[config.mk]
export PLATFORM = sky130hd
export DESIGN_NAME = txdata_hex
export DESIGN_NICKNAME = d
export VERILOG_FILES = /design/src/rtl/txdata_hex.sv
export SDC_FILE = /design/constraint.sdc
export NUM_CORES = 1
export LEC_CHECK = 0
export CAP_MARGIN = 20
export CORE_ASPECT_RATIO = 0.75
export CORE_MARGIN = 2
export CORE_UTILIZATION = 55
export DETAILED_ROUTE_END_ITERATION = 7
export GPL_TIMING_DRIVEN = 0
export PLACE_DENSITY = 0.84
export SLEW_MARGIN = 20
export SYNTH_ARGS = -nofsm -noshare
export SYNTH_HDL_FRONTEND = slang
export SYNTH_SLANG_ARGS = --single-unit
[constraint.sdc]
create_clock -name i_clk -period 4.5 [get_ports i_clk]
set_input_delay 0.9 -clock i_clk [delete_from_list [all_inputs] [get_ports i_clk]]
set_output_delay 0.9 -clock i_clk [all_outputs]
set_load 0.02 [all_outputs]
[src/rtl/txdata_hex.sv]
// Snapshots a 32-bit word on a strobe and streams it to a UART as ASCII hex + CR LF.
// Define TXDATA_PREFIX_EN to prepend "0x" to every line.
module txdata_hex #(
    parameter bit UPPER_HEX = 1'b0
) (
    input  logic        i_clk,
    input  logic        i_reset,
    input  logic        i_stb,
    input  logic [31:0] i_data,
    output logic        o_busy,
    output logic        o_uart_stb,
    output logic [7:0]  o_uart_data,
    input  logic        i_uart_busy
);

`ifdef TXDATA_PREFIX_EN
    localparam logic [3:0] DIG0 = 4'd2;
    localparam logic [3:0] LAST = 4'd11;
`else
    localparam logic [3:0] DIG0 = 4'd0;
    localparam logic [3:0] LAST = 4'd9;
`endif
    // Index of the CR byte; digits occupy DIG0 .. DIG_END-1
    localparam logic [3:0] DIG_END = DIG0 + 4'd8;

    typedef enum logic {
        S_IDLE,
        S_SEND
    } state_t;

    state_t      state_q, state_d;
    logic [31:0] sreg_q, sreg_d;
    logic [3:0]  idx_q, idx_d;
    logic        stb_q, stb_d;
    logic [7:0]  data_q, data_d;
    logic [31:0] shifted;
    logic        is_digit;
    logic        accept;

    function automatic logic [7:0] hex_char(input logic [3:0] n);
        logic [7:0] base;
        base = UPPER_HEX ? 8'h41 : 8'h61;
        if (n < 4'd10) return 8'h30 + {4'h0, n};
        return base + {4'h0, n} - 8'd10;
    endfunction

    function automatic logic [7:0] line_byte(
        input logic [3:0]  idx,
        input logic [31:0] s
    );
        logic [7:0] b;
        b = 8'h0a;
`ifdef TXDATA_PREFIX_EN
        if (idx == 4'd0) b = 8'h30;
        else if (idx == 4'd1) b = 8'h78;
        else
`endif
        if (idx < DIG_END) b = hex_char(s[31:28]);
        else if (idx == DIG_END) b = 8'h0d;
        else b = 8'h0a;
        return b;
    endfunction

    assign accept = stb_q && !i_uart_busy;

    always_comb begin
        state_d = state_q;
        sreg_d  = sreg_q;
        idx_d   = idx_q;
        stb_d   = stb_q;
        data_d  = data_q;
`ifdef TXDATA_PREFIX_EN
        is_digit = (idx_q >= DIG0) && (idx_q < DIG_END);
`else
        is_digit = idx_q < DIG_END;
`endif
        // The nibble on show leaves the register only once it is accepted
        shifted = is_digit ? {sreg_q[27:0], 4'h0} : sreg_q;
        unique case (state_q)
            S_IDLE: begin
                if (i_stb) begin
                    state_d = S_SEND;
                    sreg_d  = i_data;
                    idx_d   = 4'd0;
                    stb_d   = 1'b1;
                    data_d  = line_byte(4'd0, i_data);
                end
            end
            S_SEND: begin
                if (accept) begin
                    if (idx_q == LAST) begin
                        state_d = S_IDLE;
                        stb_d   = 1'b0;
                    end else begin
                        sreg_d = shifted;
                        idx_d  = idx_q + 4'd1;
                        data_d = line_byte(idx_q + 4'd1, shifted);
                    end
                end
            end
        endcase
    end

    always_ff @(posedge i_clk) begin
        if (i_reset) begin
            state_q <= S_IDLE;
            sreg_q  <= 32'h0;
            idx_q   <= 4'd0;
            stb_q   <= 1'b0;
            data_q  <= 8'h00;
        end else begin
            state_q <= state_d;
            sreg_q  <= sreg_d;
            idx_q   <= idx_d;
            stb_q   <= stb_d;
            data_q  <= data_d;
        end
    end

    assign o_busy      = (state_q == S_SEND);
    assign o_uart_stb  = stb_q;
    assign o_uart_data = data_q;

endmodule

-- Word-level counts from Yosys, hierarchy flattened
Cells that the tools add are included.
- register bits: 46
- bits of input ports: 36
- output and inout port bits: 10
- word-level logic and storage cells: 65
- add/subtract/negate cells: 7
- $lt $le $gt $ge: 4
- equal/unequal tests: 7
- mux-type cells: 35
- bitwise gates (word level): 1
- reductions and logical operators: 5
- operators with widths (operator ; number):
    $mux W32 ; 4
    $mux W8 ; 8
    $pmux W32 S2 ; 1
    $add A7 B4 Y8 const A ; 2
    $lt A4 B4 Y1 const B ; 4
    $pmux W8 S2 ; 1
    $sub A8 B4 Y8 const B ; 2
    $add A6 B4 Y7 const A ; 2
    $mux W1 ; 14
    $mux W4 ; 3
    $eq A4 B4 Y1 const B ; 2
    $pmux W4 S2 ; 1
    $ne A2 B1 Y1 const B ; 3
    $reduce_and A3 Y1 ; 2
    $add A4 B1 Y4 const B ; 1
    $ne A2 B2 Y1 const B ; 2
    $pmux W1 S2 ; 2
    $reduce_and A4 Y1 ; 1
    $mux W3 ; 1
    $logic_and A1 B1 Y1 ; 1
    $logic_not A1 Y1 ; 1
    $not A1 Y1 ; 1

-- Logic depth before layout (Yosys ltp)
Gate-level depths: netlist (run 1).
- word-level depth: 13
- depth in mapped cells: 8
- gate-level depth less buffers: 7

-- Worst setup path before layout (run 1)
Ideal clock, no wire load.
- path kind: input-to-reg
- from: input port i_stb
- to: register sreg_q[31]
- library setup time: 128 ps
- arrival time: 1704 ps
- required time: 4372 ps
- setup slack: 2668 ps
- stages: 7
- path buffers: 2
- cell sequence: nor2b_1 buf_2 a21oi_2 buf_2 a21oi_1 a21oi_1 nor2_1
- word-level cells in the longest chain between the ends: 2
- RTL lines (element ; RTL line ; source):
    from (decl) ; 8 ; input logic i_stb,
    $ne A2 B2 Y1 (no source line) ; n/a ;
    $reduce_and A3 Y1 (no source line) ; n/a ;
    to (signal assigned) ; 113 ; sreg_q <= sreg_d;
    to (decl) ; 32 ; logic [31:0] sreg_q, sreg_d;
Every way passes these cells.
A chain may end at the register's enable or synchronous reset.

-- Worst setup path after layout (run 1)
- from: input port i_uart_busy
- to: register sreg_q[31]
- word-level cells in the longest chain between the ends: 4
- RTL lines (element ; RTL line ; source):
    from (decl) ; 13 ; input logic i_uart_busy
    $logic_not A1 Y1 ; 64 ; assign accept = stb_q && !i_uart_busy;
    $logic_and A1 B1 Y1 ; 64 ;
    $ne A2 B1 Y1 (no source line) ; n/a ;
    $reduce_and A3 Y1 (no source line) ; n/a ;
Every way passes these cells.

==> reports/metrics.yaml, run 1 <==
power:
  irDropWorstVdd_mv: 0.171
  power_leakage_nw: 1.15
  p_per_area_nw_per_um2: 323
critical_path:
  reg2reg_to: "o_uart_data[2]$_SDFFE_PP0P_"
  cp-start-kind: "primary input"
  cp.required_ps: 4680
  critical_path.most_common_cell: "a21oi_1"
  crit_fanout: 10
  crit_slowest_cell: "clkdlybuf4s50_1"
  crit_path_max_incr_delay_ps: 510
  rr_worst_depth: 7
  critical_path.endpoint_type: "flop"
  crit_chain: "clkdlybuf4s50_1 -> and3b_1 -> a21oi_2 -> buf_2 -> a21oi_1 -> a21oi_1 -> nor2_1"
  arrival_ps: 2520
  reg2reg_slack_ps: 2600
  path_class: "primary input to flop"
  regToRegStartpoint: "idx_q[3]$_SDFFE_PP0P_"
worst_hold_path:
  holdPathStages: 2
  hold-path-endpoint: "sreg_q[28]$_SDFFE_PP0P_"
  hp-start: "sreg_q[28]$_SDFFE_PP0P_"
  hold_class: "flop to flop"
die:
  row_count: 20
  fp.dieArea_sq_um: 4840
  die_y_microns: 60.7
  initial_core_util: 0.579
  die_x_microns: 79.6
  io_pins: 46
  core-area_sq_um: 4080
grt:
  overflow: 0
  grt_pass1_vias: 2180
  grt_max_degree: 14
  antenna_found_initial: 0
  grt_use_total: 0.284
  grt_pass1_wl_microns: 10500
timing:
  final-setup-viol-count: 0
  finalClockSkew_ps: 10.1
  slew_violations: 0
  timing.slew.headroom: 0.618
  hold_viol_final: 0
  max_freq_mhz: 427
  setup_tns_ps: 0
  rsz0062_at_grt: "no"
  timing.final.crit_share: 0.521
  worstMarginPinSlew_ps: 573
  min_period_ps: 2340
cts:
  post_cts_resized: 0
  cts_tree: "done"
  clk_latency_ps: 300
  cts_buffers: 5
  htree_num_levels: 2
  clock_path_buffers: 2
  cts_root_buf: "clkbuf_8"
  holdBufCountCts: 0
  post_cts_buffers: 0
  path_clk_slew_ps: 80
  cts.sinks: 45
detailed_routing:
  via_per_inst: 5.92
  drt-initial-drc-count: 251
  drc: 0
  firstDrtPassIters: 5
  via_count: 2363
  routed.top_layer: "met4"
  postRouteAntennaNets: 0
  wl_met3_microns: 479
  wl_per_cell_microns: 16.2
  drt-met1-wl_microns: 3110
  wl_microns: 6460
  wl_met2_microns: 2800
synth:
  synthesis.nets: 333
  synth_compound_area_frac: 0.214
  synth_edf_count: 0
  synth-warning-count: 0
  synthCells: 293
  yosys.area.top_type_share: 0.382
  synth_top_family_by_area: "simple AND/OR/NAND/NOR gates"
  synth_top_flop_cell: "dfxtp_1"
  synth_area_leaders: "dfxtp_1 (38%), a311oi_1 (8.9%), nand3b_1 (8.0%), nor2_1 (7.0%), nand2_1 (5.4%)"
  avgSynthCellArea_sq_um: 8.05
  yosysMostFrequentCell: "dfxtp_1"
  async_reset_ff_frac: 0
  yosys_register_bits: 45
  yosysSeqAreaShare: 0.382
  synth_cell_types: 43
  synth_mux_area_frac: 0.0191
  netlist_area_sq_um: 2360
  synthAdderAreaFrac: 0.0212
  netlist_top_cells_count: "dfxtp_1 (45), nor2_1 (44), nand2_1 (34), nand3b_1 (25), a311oi_1 (24)"
  yosysTopAreaCell: "dfxtp_1"
  synth_xor_area_frac: 0.0180
  synth_simple_gate_area_frac: 0.280
cells_and_area:
  fin_util: 0.729
  drive_gt1_frac: 0.0756
  layout.nets: 383
  syn_to_final_growth_pct: 26.1
  antennaDiodeCount: 0
placed_design:
  dp_hpwl_microns: 4660
  place.gp.congestion: 0.879
  io_buffers: 43
status:
  status: "complete, no violations"
job:
  cap_violations: 0
cells in the final DEF, fill, tap and decap left out, types with 2 or more instances in the layout:
cell,n
nand2_1,34
xnor2_1,2
clkbuf_1,14
a31oi_1,2
o21ai_0,5
inv_1,7
a21o_1,2
nand3_1,3
buf_2,9
a22oi_1,5
nor3_1,6
nand3b_1,25
clkdlybuf4s50_1,43
buf_4,2
dfxtp_1,45
a21oi_1,18
nor2_1,44
nor3b_1,3
clkbuf_8,6
mux2i_1,2
a311oi_1,24
o21ai_1,7
o211ai_1,5
ha_1,4
nand2b_1,6
flip-flops by register name, summed over array words and instances (netlist names):
register and count:
idx_q 4, o_busy 1, o_uart_data 7, o_uart_stb 1, sreg_q 32
per-layer routing:
| layer | track usage | vias to the layer above |
|---|---|---|
| li1 | - | 1143 |
| met1 | 0.408 | 1091 |
| met2 | 0.448 | 119 |
| met3 | 0.0461 | 10 |
| met4 | 0.0837 | 0 |
| met5 | 0 | - |
kinds of logic (layout without fill, tap and decap cells):
| family | Yosys count | after routing |
|---|---|---|
| other cells | 1 | 1 |
| buf+inv | 33 | 84 |
| compound gates | 73 | 73 |
| xor+xnor | 4 | 4 |
| simple gates | 129 | 129 |
| fa+ha+maj | 4 | 4 |
| mux | 4 | 4 |
| flops | 45 | 45 |
final cells by class:
cell class	instances	area, sq um
clock inverter	1	30.0
tap	55	68.8
inverter	8	30.0
multi-input combinational	215	1310
buffer	25	120
clock buffer	7	86.3
sequential	45	901
fill	331	1100
timing repair buffer	43	430
report_power, final:
group,switching [W],internal [W]
combinational,0.000106,0.0000876
clock,0.000137,0.000181
sequential,0.0000198,0.000429
total,0.000263,0.000698
metrics by stage:
stage / std cells / hold slack (ps) / power [W] / area (sq um) / setup WS [ps]
floorplan: 293 / 432 / 0.000567 / 2360 / 2670
global placement: 391 / 441 / 0.000642 / 2860 / 1940
detailed placement: 391 / 449 / 0.000647 / 2860 / 1900
CTS: 399 / 461 / 0.000958 / 2980 / 2200
global route: 399 / 479 / 0.000998 / 2980 / 2010
finish: 399 / 467 / 0.000960 / 2980 / 2160
critical path: cells and delay by family:
kind / cells / cell delay, ps
buffers and inverters: 2 / 810
AO/OA/AOI/OAI: 3 / 530
AND/OR/NAND/NOR: 2 / 280
worst max-delay path by stage:
stage | startpoint | to | slack, ps
5_1_grt | i_data[29] | o_uart_data[1]$_SDFFE_PP0P_ | 2010
3_5_place_dp | i_uart_busy | sreg_q[31]$_SDFFE_PP0P_ | 1900
2_1_floorplan | i_stb | sreg_q[31]$_SDFFE_PP0P_ | 2670
3_3_place_gp | i_data[29] | o_uart_data[1]$_SDFFE_PP0P_ | 1940
6_report | i_uart_busy | sreg_q[31]$_SDFFE_PP0P_ | 2160
4_1_cts | i_data[29] | o_uart_data[1]$_SDFFE_PP0P_ | 2200
(Power assumes the default switching activity.)
==> run 2, diff against run 1 <==
- CORE_UTILIZATION: 55 -> 51
- PLACE_DENSITY: 0.84 -> 0.79
- clock period: 4.5 -> 2.3 ns (I/O delays scaled with it)
==> run 2 against run 1 <==
  * Global-route usage shrank 3.4 points
  * Power grew 84%
  * Worst hold slack got worse by 3.8 ps
  * Cell count up 0.50%
  * Non-clock buffer count stayed put
  * Flip-flop and latch count unchanged
  * Utilization fell by 6.9 points
  * Worst setup slack got worse by 1800 ps
  * First-iteration DRC count decreased by 26%
  * Die area rose by 7.4%
  * Highest routed layer unchanged
==> reports/metrics.yaml, run 2 (same netlist as run 1, synthesis figures left out) <==
cts:
  cts_buffers: 5
  clk_latency_ps: 310
  htree_num_levels: 2
  cts_tree: "done"
  path_clk_slew_ps: 90
  holdBufCountCts: 0
  clock_path_buffers: 2
  cts_root_buf: "clkbuf_8"
  post_cts_buffers: 0
  post_cts_resized: 0
  cts.sinks: 45
placed_design:
  dp.cells: 393
  dp_hpwl_microns: 4550
  place.gp.congestion: 0.902
  io_buffers: 43
critical_path:
  regToRegStartpoint: "idx_q[3]$_SDFFE_PP0P_"
  critPathBufInv: 3
  path_class: "primary input to flop"
  crit_chain: "clkdlybuf4s50_1 -> nor2b_1 -> buf_2 -> a21oi_2 -> buf_2 -> a21oi_1 -> a21oi_1 -> nor2_1"
  crit_fanout: 10
  cp.required_ps: 2490
  critical_path.endpoint_type: "flop"
  crit_path_max_incr_delay_ps: 460
  arrival_ps: 2100
  cp-start-kind: "primary input"
  reg2reg_slack_ps: 430
  reg2reg_to: "o_uart_data[2]$_SDFFE_PP0P_"
  rr_worst_depth: 7
  cp_top_family: "buffers and inverters"
  startpoint: "i_stb"
  crit_slowest_cell: "clkdlybuf4s50_1"
detailed_routing:
  via_count: 2361
  firstDrtPassIters: 5
  drt-initial-drc-count: 185
  drc: 0
  via_per_inst: 5.89
  postRouteAntennaNets: 0
  wl_per_cell_microns: 15.7
  wl_microns: 6310
timing:
  rsz0062_at_grt: "no"
  holdWs_ps: 463
  min_period_ps: 1910
  final-setup-viol-count: 0
  finalClockSkew_ps: 7.68
  worstMarginPinSlew_ps: 627
  setup_tns_ps: 0
  hold_viol_final: 0
  slew_violations: 0
  timing.slew.headroom: 0.582
  max_freq_mhz: 524
  timing.final.crit_share: 0.830
grt:
  antenna_found_initial: 0
  grt_pass1_vias: 2084
  grt_pass1_wl_microns: 10100
  grt_max_degree: 16
  overflow: 0
  grt_use_total: 0.250
worst_hold_path:
  holdPathStages: 2
  hold-path-endpoint: "sreg_q[28]$_SDFFE_PP0P_"
  hp-start: "sreg_q[28]$_SDFFE_PP0P_"
  hold_class: "flop to flop"
cells_and_area:
  fill_cells: 405
  antennaDiodeCount: 0
  largest_register_ff_count: 32
  syn_to_final_growth_pct: 25.1
  layout_commonest_cell: "dfxtp_1"
  regMostFlops: "sreg_q"
  layout.nets: 383
  fin_util: 0.661
  drive_gt1_frac: 0.0785
  mostFrequentLayoutCells: "dfxtp_1 (45), nor2_1 (44), clkdlybuf4s50_1 (43)"
  final_cells: 401
power:
  p_per_area_nw_per_um2: 600
  power_leakage_nw: 1.14
  p_total_w: 0.00177
  irDropWorstVdd_mv: 0.413
die:
  io_pins: 46
  fp.dieArea_sq_um: 5190
  die_y_microns: 62.9
  row_count: 21
  die_x_microns: 82.5
  initial_core_util: 0.528
  core-area_sq_um: 4470
status:
  status: "complete, no violations"
job:
  cap_violations: 0
[run 2: cell types whose count changed in the layout (fill, tap and decap cells not counted)]
cell	previous run	this run
clkinv_2	0	1
inv_6	0	1
bufinv_16	1	0
clkbuf_1	14	13
clkinvlp_4	0	1
clkbuf_8	6	5
[run 2: worst reg2reg max path: cells and delay by family, from the launching register on]
kind / cells / cell delay, ps
buffers and inverters: 1 / 200
muxes: 1 / 360
DFF: 1 / 450
adders and majority gates: 1 / 260
AOI/OAI and AO/OA: 2 / 330
and+or+nand+nor: 2 / 140
[run 2: worst max path at each step]
stage	to	slack, ps	cells after the start
2_1_floorplan	o_uart_data[2]$_SDFFE_PP0P_	710	7
4_1_cts	o_uart_data[2]$_SDFFE_PP0P_	450	7
6_report	sreg_q[31]$_SDFFE_PP0P_	390	8
5_1_grt	o_uart_data[2]$_SDFFE_PP0P_	310	7
3_5_place_dp	idx_q[2]$_SDFFE_PP0P_	160	8
3_3_place_gp	idx_q[2]$_SDFFE_PP0P_	170	8
[run 2: area by class of cell]
cell class,instances,area [sq um],area share
plain buffers,25,120,0.0407
clock buffers,5,68.8,0.0233
clock inverters,3,21.3,0.00721
inverters,8,30.0,0.0102
multi-input cells,215,1310,0.443
flip-flops and latches,45,901,0.305
well taps,57,71.3,0.0242
repair buffers,43,430,0.146
[run 2: where the power goes]
part / total (W) / switching, W / internal, W
logic: 0.000376 / 0.000205 / 0.000171
clock network: 0.000518 / 0.000302 / 0.000216
registers: 0.000877 / 0.0000374 / 0.000840
[run 2: through the flow]
stage / worst slack [ps] / cell area, sq um
2_1_floorplan: 709 / 2360
3_3_place_gp: 167 / 2860
3_5_place_dp: 155 / 2860
4_1_cts: 451 / 2950
5_1_grt: 314 / 2950
6_report: 391 / 2950
[run 2: routing by layer]
layer,vias up,track usage,share of wire
met2,79,0.348,0.43
met1,1122,0.389,0.50
met3,13,0.0477,0.062
met5,-,0,0
met4,0,0.0676,0.014
li1,1147,-,-
==> run 3, diff against run 2 <==
- clock period: 2.3 -> 1.8 ns (I/O delays scaled with it)
==> run 3 against run 2 <==
  * Combinational power increased by 33%
  * Non-clock buffer count increased by 2
  * Die area unchanged
  * Critical endpoint unchanged
  * Register-to-register slack got worse by 330 ps
  * Critical path depth unchanged
  * Highest routed layer unchanged
  * Wire length increased by 1.7%
  * Largest cell class unchanged
  * Clock-buffer cell count unchanged
==> reports/metrics.yaml, run 3 (same netlist as run 1, synthesis figures left out) <==
power:
  internal_power_w: 0.00158
  p_sw_frac: 0.310
  p_total_w: 0.00229
  switchingPower_w: 0.000710
  p_per_area_nw_per_um2: 761
  clock_power_share: 0.292
  irDropWorstVdd_mv: 0.511
  sequentialPowerShare: 0.491
  pwr-share-comb: 0.218
  power_leakage_nw: 1.16
critical_path:
  regToRegStartpoint: "idx_q[3]$_SDFFE_PP0P_"
  rr_worst_depth: 7
  cp.required_ps: 2000
  reg2reg_slack_ps: 100
  critical_path.endpoint_type: "flop"
  reg2reg_to: "o_uart_data[2]$_SDFFE_PP0P_"
  crit_fanout: 10
  arrival_ps: 1930
  path_class: "primary input to flop"
  cp-start-kind: "primary input"
  startpoint: "i_stb"
grt:
  grt_use_total: 0.252
  grt_pass1_vias: 2089
  antenna_found_initial: 0
  grt_max_degree: 16
  overflow: 0
  grt_pass1_wl_microns: 10100
timing:
  holdWs_ps: 466
  worstMarginPinSlew_ps: 621
  rsz0062_at_grt: "no"
  hold_viol_final: 0
  finalClockSkew_ps: 6.26
  slew_violations: 0
  timing.slew.headroom: 0.586
  timing.final.crit_share: 0.961
  min_period_ps: 1730
  final-setup-viol-count: 0
  max_freq_mhz: 578
die:
  fp.dieArea_sq_um: 5190
  io_pins: 46
  core-area_sq_um: 4470
  die_x_microns: 82.5
  initial_core_util: 0.528
  die_y_microns: 62.9
  row_count: 21
cts:
  htree_num_levels: 2
  cts.sinks: 45
  cts_tree: "done"
  cts_buffers: 5
  cts_root_buf: "clkbuf_8"
  clk_latency_ps: 310
  clock_path_buffers: 2
  path_clk_slew_ps: 90
cells_and_area:
  largest_register_ff_count: 32
  fill_cells: 395
  syn_to_final_growth_pct: 27.5
  antennaDiodeCount: 0
  regMostFlops: "sreg_q"
  layout.nets: 385
  drive_gt1_frac: 0.0925
  mostFrequentLayoutCells: "nor2_1 (44), dfxtp_1 (44), clkdlybuf4s50_1 (42)"
placed_design:
  place.gp.congestion: 0.902
  dp_hpwl_microns: 4550
  io_buffers: 43
job:
  cap_violations: 0
detailed_routing:
  drc: 0
  via_count: 2386
  wl_microns: 6420
  wl_per_cell_microns: 15.9
  via_per_inst: 5.92
  drt-initial-drc-count: 161
  firstDrtPassIters: 5
  postRouteAntennaNets: 0
worst_hold_path:
  hold-path-endpoint: "sreg_q[19]$_SDFFE_PP0P_"
  holdPathStages: 2
  hp-start: "i_reset"
  hold_class: "primary input to flop"
status:
  status: "complete, no violations"
run 3: cell count changes in the layout (fill, tap and decap cells not counted), sizes merged:
cell,before,now
buf,12,11
clkbuf,18,21
clkdlybuf4s50,43,42
dlymetal6s2s,0,1
run 3: power groups by stage:
| stage | registers [W] | clock network (W) | logic, W |
|---|---|---|---|
| detailed placement | 0.00114 | 0 | 0.000472 |
| global placement | 0.00114 | 0 | 0.000464 |
| floorplan | 0.00115 | 0 | 0.000265 |
| global route | 0.00113 | 0.000704 | 0.000545 |
| CTS | 0.00112 | 0.000659 | 0.000478 |
| finish | 0.00112 | 0.000668 | 0.000499 |
run 3: area by class of cell:
type	count	area (sq um)	share of cell area
Clock inverter	3	21.3	0.00707
Inverter	8	30.0	0.00998
Sequential cell	45	902	0.300
Tap cell	57	71.3	0.0237
Buffer	25	133	0.0441
Timing Repair Buffer	45	448	0.149
Clock buffer	5	68.8	0.0229
Multi-Input combinational cell	215	1340	0.444
run 3: worst max-delay path by stage:
stage,endpoint
after floorplan,o_uart_data[2]$_SDFFE_PP0P_
after global placement,idx_q[2]$_SDFFE_PP0P_
after detailed placement,idx_q[2]$_SDFFE_PP0P_
after CTS,o_uart_data[2]$_SDFFE_PP0P_
after global routing,sreg_q[31]$_SDFFE_PP0P_
final,sreg_q[31]$_SDFFE_PP0P_
run 3: routing by layer:
metal  GRT usage  vias to the layer above  wire length (microns)
li1            -                     1151                      -
met1       0.391                     1123                   3220
met2       0.351                      102                   2670
met3      0.0477                       10                    465
met4      0.0676                        0                     66
met5           0                        -                      0
run 3: critical path, cell delays in order:
cell and delay [ps]:
clkdlybuf4s50_1 460, nor2b_1 160, clkbuf_4 170, a21oi_2 270
buf_4 260, a21oi_1 60, a21oi_1 130, nor2_1 50
run 3: through the flow:
| step | util | TNS [ps] | instance area (sq um) | setup WS (ps) | std cells |
|---|---|---|---|---|---|
| 6_report | 0.674 | 0 | 3010 | 70.6 | 403 |
| 5_1_grt | 0.674 | 0 | 3010 | 0.252 | 403 |
| 4_1_cts | 0.666 | 0 | 2970 | 34.0 | 401 |
| 3_5_place_dp | 0.641 | -6320 | 2860 | -245 | 393 |
| 3_3_place_gp | 0.641 | -5210 | 2860 | -233 | 393 |
| 2_1_floorplan | - | 0 | 2360 | 209 | 293 |
run 3: what timing repair did:
item / 4_1_cts / 5_1_grt
resized for setup: 3 / 10
hold buffers: 0 / 0
hold endpoints to repair: 0 / 0
buffers inserted: 0 / 2
endpoints found under the setup margin: 1 / 10
pin swaps: 0 / 0
